`config.mk`:
```
export PLATFORM = sky130hd
export DESIGN_NAME = ps2_keyboard_flat
export DESIGN_NICKNAME = d
export VERILOG_FILES = /design/src/rtl/ps2_keyboard_if.sv /design/src/rtl/ps2_keyboard.sv /design/src/flat_wrapper.sv
export SDC_FILE = /design/constraint.sdc
export NUM_CORES = 1
export LEC_CHECK = 0
export ABC_AREA = 1
export CAP_MARGIN = 20
export CORE_ASPECT_RATIO = 1.2
export CORE_MARGIN = 2
export CORE_UTILIZATION = 44
export DETAILED_ROUTE_END_ITERATION = 6
export HOLD_SLACK_MARGIN = 0.1
export PLACE_DENSITY = 0.68
export SLEW_MARGIN = 40
export SYNTH_ARGS = -nofsm -noshare
export SYNTH_HDL_FRONTEND = slang
export SYNTH_SLANG_ARGS = --single-unit
```
`constraint.sdc`:
```
create_clock -name clock -period 2.2 [get_ports clock]
set_input_delay 0.33 -clock clock [delete_from_list [all_inputs] [get_ports clock]]
set_output_delay 0.33 -clock clock [all_outputs]
set_load 0.02 [all_outputs]
```
`src/rtl/ps2_keyboard_if.sv`:
```
// ---------------------------------------------------------------------------
// ps2_keyboard_if
// Key-event bus from the PS/2 receiver to the keyboard matrix block.
//   code     [7:0] last scan code, prefix bytes stripped
//   strobe         one-cycle pulse: code/pressed/extended newly valid
//   pressed        1 = make, 0 = break
//   extended       1 = code was preceded by E0
//   error          one-cycle pulse on framing, parity or timeout error
// master: the receiver (drives everything); slave: the consumer.
// ---------------------------------------------------------------------------
interface ps2_keyboard_if;
  logic [7:0] code;
  logic       strobe;
  logic       pressed;
  logic       extended;
  logic       error;

  modport master (output code, strobe, pressed, extended, error);
  modport slave  (input  code, strobe, pressed, extended, error);
endinterface

```
`src/rtl/ps2_keyboard.sv`:
```
// ---------------------------------------------------------------------------
// ps2_keyboard
// PS/2 keyboard receiver. Synchronises and deglitches the pad clock,
// deserialises 11-bit device frames (start, 8 data LSB first, odd parity,
// stop), strips E0/F0/E1 prefixes and emits one strobe per make/break event.
//
// Parameters:
//   FILTER   consecutive differing samples before the filtered clock flips
//   TIMEOUT  idle cycles (no filtered clock edge) before a partial frame aborts
// Ports:
//   clock    system clock, posedge
//   reset    asynchronous active-low reset
//   ps2ck    raw PS/2 clock from pad (asynchronous)
//   ps2d     raw PS/2 data from pad (asynchronous)
//   kbd      key-event bus (master side)
// ---------------------------------------------------------------------------
module ps2_keyboard #(
  parameter int FILTER  = 8,
  parameter int TIMEOUT = 16384
) (
  input  logic           clock,
  input  logic           reset,
  input  logic           ps2ck,
  input  logic           ps2d,
  ps2_keyboard_if.master kbd
);

  localparam int FW = $clog2(FILTER);
  localparam int TW = $clog2(TIMEOUT);
  localparam logic [FW-1:0] FILT_MAX = FW'(FILTER - 1);
  localparam logic [TW-1:0] TO_LIMIT = TW'(TIMEOUT - 1);

  typedef enum logic [1:0] {IDLE, DATA, PARITY, STOP} state_t;

  // ---------------- input conditioning ----------------
  logic [1:0]    ck_sync, d_sync;
  logic          ck_s, d_s;
  logic          ck_filt, ck_filt_d;
  logic [FW-1:0] filt_cnt;
  logic          fall, edge_any;

  assign ck_s = ck_sync[1];
  assign d_s  = d_sync[1];

  // NOTE: sequential state uses non-blocking assignments only, so every
  // flop samples pre-edge values regardless of block ordering.
  always_ff @(posedge clock or negedge reset) begin
    if (!reset) begin
      ck_sync   <= 2'b11;
      d_sync    <= 2'b11;
      ck_filt   <= 1'b1;
      ck_filt_d <= 1'b1;
      filt_cnt  <= '0;
    end else begin
      ck_sync   <= {ck_sync[0], ps2ck};
      d_sync    <= {d_sync[0], ps2d};
      ck_filt_d <= ck_filt;
      // Any sample matching the current level restarts the run length.
      if (ck_s != ck_filt) begin
        if (filt_cnt == FILT_MAX) begin
          ck_filt  <= ck_s;
          filt_cnt <= '0;
        end else begin
          filt_cnt <= filt_cnt + FW'(1);
        end
      end else begin
        filt_cnt <= '0;
      end
    end
  end

  assign fall     = ck_filt_d & ~ck_filt;
  assign edge_any = ck_filt_d ^ ck_filt;

  // ---------------- timeout counter ----------------
  logic [TW-1:0] to_cnt;

  always_ff @(posedge clock or negedge reset) begin
    if (!reset) begin
      to_cnt <= '0;
    end else if (edge_any) begin
      to_cnt <= '0;
    end else if (to_cnt != '1) begin
      to_cnt <= to_cnt + TW'(1);
    end
  end

  // ---------------- frame FSM ----------------
  state_t     state_q, state_n;
  logic [2:0] bitcnt;
  logic [7:0] shreg;
  logic       par_bit;
  logic       frame_ok, frame_bad, timeout_hit;

  always_ff @(posedge clock or negedge reset) begin
    if (!reset) state_q <= IDLE;
    else        state_q <= state_n;
  end

  // NOTE: every output of this block gets a default first so no path
  // leaves a signal unassigned (which would infer a latch).
  always_comb begin
    state_n   = state_q;
    frame_ok  = 1'b0;
    frame_bad = 1'b0;
    // A clock edge in this cycle means the line is alive; never time out then.
    timeout_hit = (state_q != IDLE) && !edge_any && (to_cnt == TO_LIMIT);
    unique case (state_q)
      IDLE:   if (fall && !d_s) state_n = DATA;
      DATA:   if (fall && bitcnt == 3'd7) state_n = PARITY;
      PARITY: if (fall) state_n = STOP;
      STOP: begin
        if (fall) begin
          if (d_s && (^shreg ^ par_bit)) frame_ok  = 1'b1;
          else                           frame_bad = 1'b1;
          state_n = IDLE;
        end
      end
      default: state_n = IDLE;
    endcase
    if (timeout_hit) state_n = IDLE;
  end

  always_ff @(posedge clock or negedge reset) begin
    if (!reset) begin
      bitcnt  <= '0;
      shreg   <= '0;
      par_bit <= 1'b0;
    end else if (fall) begin
      unique case (state_q)
        IDLE:   bitcnt <= '0;
        DATA: begin
          shreg  <= {d_s, shreg[7:1]};
          bitcnt <= bitcnt + 3'd1;
        end
        PARITY: par_bit <= d_s;
        default: ;
      endcase
    end
  end

  // ---------------- byte decode / outputs ----------------
  logic [7:0] code_q;
  logic       strobe_q, pressed_q, extended_q, error_q;
  logic       ext, brk;
  logic [2:0] skip;

  always_ff @(posedge clock or negedge reset) begin
    if (!reset) begin
      code_q     <= '0;
      strobe_q   <= 1'b0;
      pressed_q  <= 1'b0;
      extended_q <= 1'b0;
      error_q    <= 1'b0;
      ext        <= 1'b0;
      brk        <= 1'b0;
      skip       <= '0;
    end else begin
      strobe_q <= 1'b0;
      error_q  <= 1'b0;
      if (frame_bad || timeout_hit) begin
        error_q <= 1'b1;
        ext     <= 1'b0;
        brk     <= 1'b0;
      end else if (frame_ok) begin
        if (skip != 3'd0) begin
          // Swallowing the tail of a Pause sequence.
          skip <= skip - 3'd1;
        end else begin
          unique case (shreg)
            8'hE1: begin
              skip <= 3'd7;
              ext  <= 1'b0;
              brk  <= 1'b0;
            end
            8'hE0: ext <= 1'b1;
            8'hF0: brk <= 1'b1;
            8'hAA, 8'hFA, 8'hFE, 8'hEE, 8'h00, 8'hFF: begin
              ext <= 1'b0;
              brk <= 1'b0;
            end
            default: begin
              code_q     <= shreg;
              pressed_q  <= ~brk;
              extended_q <= ext;
              strobe_q   <= 1'b1;
              ext        <= 1'b0;
              brk        <= 1'b0;
            end
          endcase
        end
      end
    end
  end

  assign kbd.code     = code_q;
  assign kbd.strobe   = strobe_q;
  assign kbd.pressed  = pressed_q;
  assign kbd.extended = extended_q;
  assign kbd.error    = error_q;

endmodule

```
`src/flat_wrapper.sv`:
```
// flat-port wrapper written by rule: the top's interface ports become plain ports
module ps2_keyboard_flat 
#(
  parameter int FILTER  = 8,
  parameter int TIMEOUT = 16384
)
  (clock, reset, ps2ck, ps2d, kbd_code, kbd_strobe, kbd_pressed, kbd_extended, kbd_error);
  ps2_keyboard_if kbd_i ();
  input  logic clock;
  input  logic reset;
  input  logic ps2ck;
  input  logic ps2d;
  output wire logic [$bits(kbd_i.code)-1:0] kbd_code;
  output wire logic [$bits(kbd_i.strobe)-1:0] kbd_strobe;
  output wire logic [$bits(kbd_i.pressed)-1:0] kbd_pressed;
  output wire logic [$bits(kbd_i.extended)-1:0] kbd_extended;
  output wire logic [$bits(kbd_i.error)-1:0] kbd_error;
  assign kbd_code = kbd_i.code;
  assign kbd_strobe = kbd_i.strobe;
  assign kbd_pressed = kbd_i.pressed;
  assign kbd_extended = kbd_i.extended;
  assign kbd_error = kbd_i.error;
  ps2_keyboard #(.FILTER(FILTER), .TIMEOUT(TIMEOUT)) u_core (.clock(clock), .reset(reset), .ps2ck(ps2ck), .ps2d(ps2d), .kbd(kbd_i));
endmodule
```
==> flow_metrics.tcl, run 1 <==
set metrics [dict create \
    run_status "complete, no violations" \
    cts_tree "done" \
    path_common_cell "sky130_fd_sc_hd__nand2_1" \
    max-slew-margin-rel_pct 64.85 \
    endpoints_failing_setup 0 \
    crit_path_top_delay_cell "sky130_fd_sc_hd__dfrtp_1" \
    grt_usage_pct 15.39 \
    internal_power_w 0.001850 \
    leakage_dissipation_nw 1.639 \
    cts.htree.levels 2 \
    skew_ns 0.006226 \
    power.share.sequential_pct 46.2 \
    grt_use_met1_pct 18.01 \
    global_route.peak_usage_layer "met2" \
    ys_ff_latch 54 \
    drtAntennaViolNets 0 \
    critical-path-max-stage-delay_ns 0.41 \
    grt_first_pass_wirelength_um 9004 \
    synth.yosys.seq_area_share_pct 47.90 \
    globalplace.congestion 0.8046 \
    wire_per_inst_um 11.25 \
    path_clk_slew_ns 0.09 \
    final_worst_path_period_share_pct 90.29 \
    maxCapViolCount 0 \
    clock_power_share_pct 23.1 \
    critical_path.endpoint_type "register" \
    synth_fp_nets 360 \
    area_of_the_die_um2 7108 \
    power.ir.vdd_worst_mv 0.5070 \
    final_layout_size_suffix_gt1_share_pct 9.270 \
    use_met3_pct 2.362 \
    drtIter0Drc 78 \
    design.portCount 16 \
    critical_path.max_fanout 11 \
    floorplan.rows 32 \
    worstPathCellList "inv_1, ha_1, inv_1, nand2_1, nand2_1, nand2_1, nand2_1, nand2_1, nand2_1, nand3_1, nor2_4, nand2_2, nand2_1, nand2_1" \
    finalSetupTns_ns 0 \
    via_density_per_instance 4.828 \
    grt_start_max_net_pins 33 \
    post_synth_instance_area_um2 2836 \
    insertedDiodeCount 0 \
    type_of_the_worst_setup_path "register to register" \
    groute.layer.met2.usage_pct 28.48 \
    p_per_cell_area_nw_per_um2 881.1 \
    via_count_of_the_first_global_routing_pass 2103 \
    max_freq_ghz 0.5035 \
    totalWireLength_um 4962 \
    starting_density_of_the_core_pct 44.84 \
    dp_hpwl_um 3730 \
    postSynthAreaPerCell_um2 8.569 \
    final_common_cell "sky130_fd_sc_hd__nand2_1" \
    vias_post_dr 2129 \
    share_comb_of_total_power_pct 30.8 \
    tightestPinTransition_ns 0.5273 \
    global_route.overflow_total 0 \
    required_ns 2.40 \
    rsz_0062_raised_after_global_routing "no" \
    post-route-util_pct 51.15 \
    fp.dieW_um 77.30 \
    cts-buffers-inserted 5 \
    cts_max_path_buffers 2 \
    netSwitchingFraction_pct 35.12 \
    clock_sink_count 54 \
    core_box_area_um2 6326 \
    yosys.cell_types.count 32 \
    cts_root_buffer "sky130_fd_sc_hd__clkbuf_8" \
    clock_latency_at_the_later_pin_of_the_worst_skew_pair_ns 0.30 \
    chipHeight_um 91.96 \
    finalWorstPathRequiredPeriod_ns 1.986 \
    maxSlewViolCount 0 \
    worst_ep_arrival_time_ns 2.19 \
    leading_cell_types_in_the_layout_fill_and_taps_excluded "sky130_fd_sc_hd__nand2_1 (79), sky130_fd_sc_hd__dfrtp_1 (47), sky130_fd_sc_hd__inv_1 (46)" \
    initial_antenna_violation_count 0 \
    min_path_type "register to register" \
    switchingPower_w 0.001001 \
    relative_area_change_from_synthesis_to_final_layout_pct 14.07 \
    numPortBuffers 15 \
    final-hold-violation-count 0 \
    firstDrtPassIters 4 \
    worst_setup_path_start_kind "register" \
    critical_path.top_delay_family "simple AND/OR/NAND/NOR gates" \
    remaining_drc_errors 0 \
    nets 384 \
    synth.yosys.warnings 0 \
    synth_cells 331 \
    critical_path.n_buffers_inverters 2 \
]
-- area by class of cell --
type,count,area (µm²)
clock buffers,7,76.32
clock inverters,1,30.03
fillers,627,3090
inverters,48,181.4
multi-input cells,223,1261
flip-flops and latches,54,1360
well taps,85,106.4
repair buffers,23,220.2
-- registers in the layout (all words and copies together) (netlist names), 2 cells and up --
signal	count
u_core.d_sync	2
u_core.skip	3
u_core.kbd.code	8
u_core.bitcnt	3
u_core.filt_cnt	3
u_core.shreg	8
u_core.to_cnt	14
u_core.state_q	2
u_core.ck_sync	2
-- through the flow --
step	instance area (µm²)	setup WS [ns]	std cells	total power, W	hold WS (ns)
final	3236	0.2137	441	0.002851	0.3612
after global routing	3236	0.001470	441	0.003100	0.3647
after CTS	3214	0.1528	439	0.002897	0.3627
after detailed placement	3098	0.1727	430	0.002222	0.3428
after global placement	3098	0.2390	430	0.002184	0.3461
after floorplan	2836	0.3890	331	0.001969	0.03441
-- power groups by stage --
| stage | logic (W) | registers [W] | clock network, W |
|---|---|---|---|
| 2_1_floorplan | 0.000673 | 0.00130 | 0 |
| 3_3_place_gp | 0.000859 | 0.00133 | 0 |
| 3_5_place_dp | 0.000891 | 0.00133 | 0 |
| 4_1_cts | 0.000892 | 0.00132 | 0.000689 |
| 5_1_grt | 0.00103 | 0.00135 | 0.000719 |
| 6_report | 0.000877 | 0.00132 | 0.000658 |
-- kinds of logic after synthesis --
group,share of synthesized area (%)
buffers and inverters,7.808
xor gates and xnor gates,1.235
AOI/OAI and AO/OA,8.160
adders and majority gates,11.03
and+or+nand+nor,23.86
DFF,47.90
-- cell usage after synthesis (all sizes together) --
cell / n / area, µm²
xor2: 3 / 26.28
nor3b: 1 / 7.510
a31oi: 5 / 31.28
o21ai: 23 / 115.1
inv: 47 / 176.4
buf: 4 / 32.53
dfstp: 6 / 157.7
a211oi: 1 / 7.510
nor2: 23 / 96.35
xnor2: 1 / 8.760
nand4: 3 / 25.02
a21oi: 11 / 55.05
ha: 25 / 312.8
nand2: 83 / 321.5
nand3: 30 / 155.1
clkbuf: 2 / 7.510
o211ai: 1 / 7.510
or2: 1 / 6.260
clkinv: 1 / 5.000
nor3: 8 / 51.30
nand3b: 1 / 7.510
dfrtp: 48 / 1201
nor4: 1 / 6.260
o31ai: 2 / 15.01
-- path summary, 6_finish.rpt --
path                                        startpoint                              to  slack (ns)  cells after the start
max in group asynchronous                        reset      u_core.ck_filt_d$_DFF_PN1_        1.06                      3
min in group asynchronous                        reset  u_core.kbd.code[5]$_DFFE_PN0P_        0.53                      2
hold reg to reg             u_core.d_sync[0]$_DFF_PN1_      u_core.d_sync[1]$_DFF_PN1_        0.36                      0
setup reg to reg           u_core.shreg[6]$_DFFE_PN0P_  u_core.kbd.code[3]$_DFFE_PN0P_        0.21                     14
hold / removal              u_core.d_sync[0]$_DFF_PN1_      u_core.d_sync[1]$_DFF_PN1_        0.36                      0
setup / recovery           u_core.shreg[6]$_DFFE_PN0P_  u_core.kbd.code[3]$_DFFE_PN0P_        0.21                     14
-- worst reg2reg max path, delay by kind of cell, from the launching register on --
family,cells,cell delay [ns]
AND/OR/NAND/NOR,11,1.02
adder cells (fa/ha/maj),1,0.32
buffers and inverters,2,0.16
flip-flops,1,0.41
-- per-layer routing --
metal | up-vias | part of all wire, % | wire (µm)
li1 | 1113 | - | -
met1 | 981 | 45 | 2227
met2 | 26 | 51 | 2508
met3 | 9 | 3.3 | 162
met4 | 0 | 1.3 | 65
met5 | - | 0 | 0
-- what timing repair did --
action / CTS / global route
buffers inserted: 0 / 2
gates resized for setup: 0 / 2
hold endpoints to repair: 20 / 0
endpoints found under the setup margin: 0 / 10
hold buffers: 1 / 0
(Power assumes the default switching activity.)
==> run 2, diff against run 1 <==
- TNS_END_PERCENT: not set -> 5
==> results of run 2 <==
The final DEF is identical to that of run 1; final timing and power are the same.
==> run 3, diff against run 2 <==
- TNS_END_PERCENT: 5 -> not set
==> results of run 3 <==
The final DEF is identical to that of run 1; final timing and power are the same.
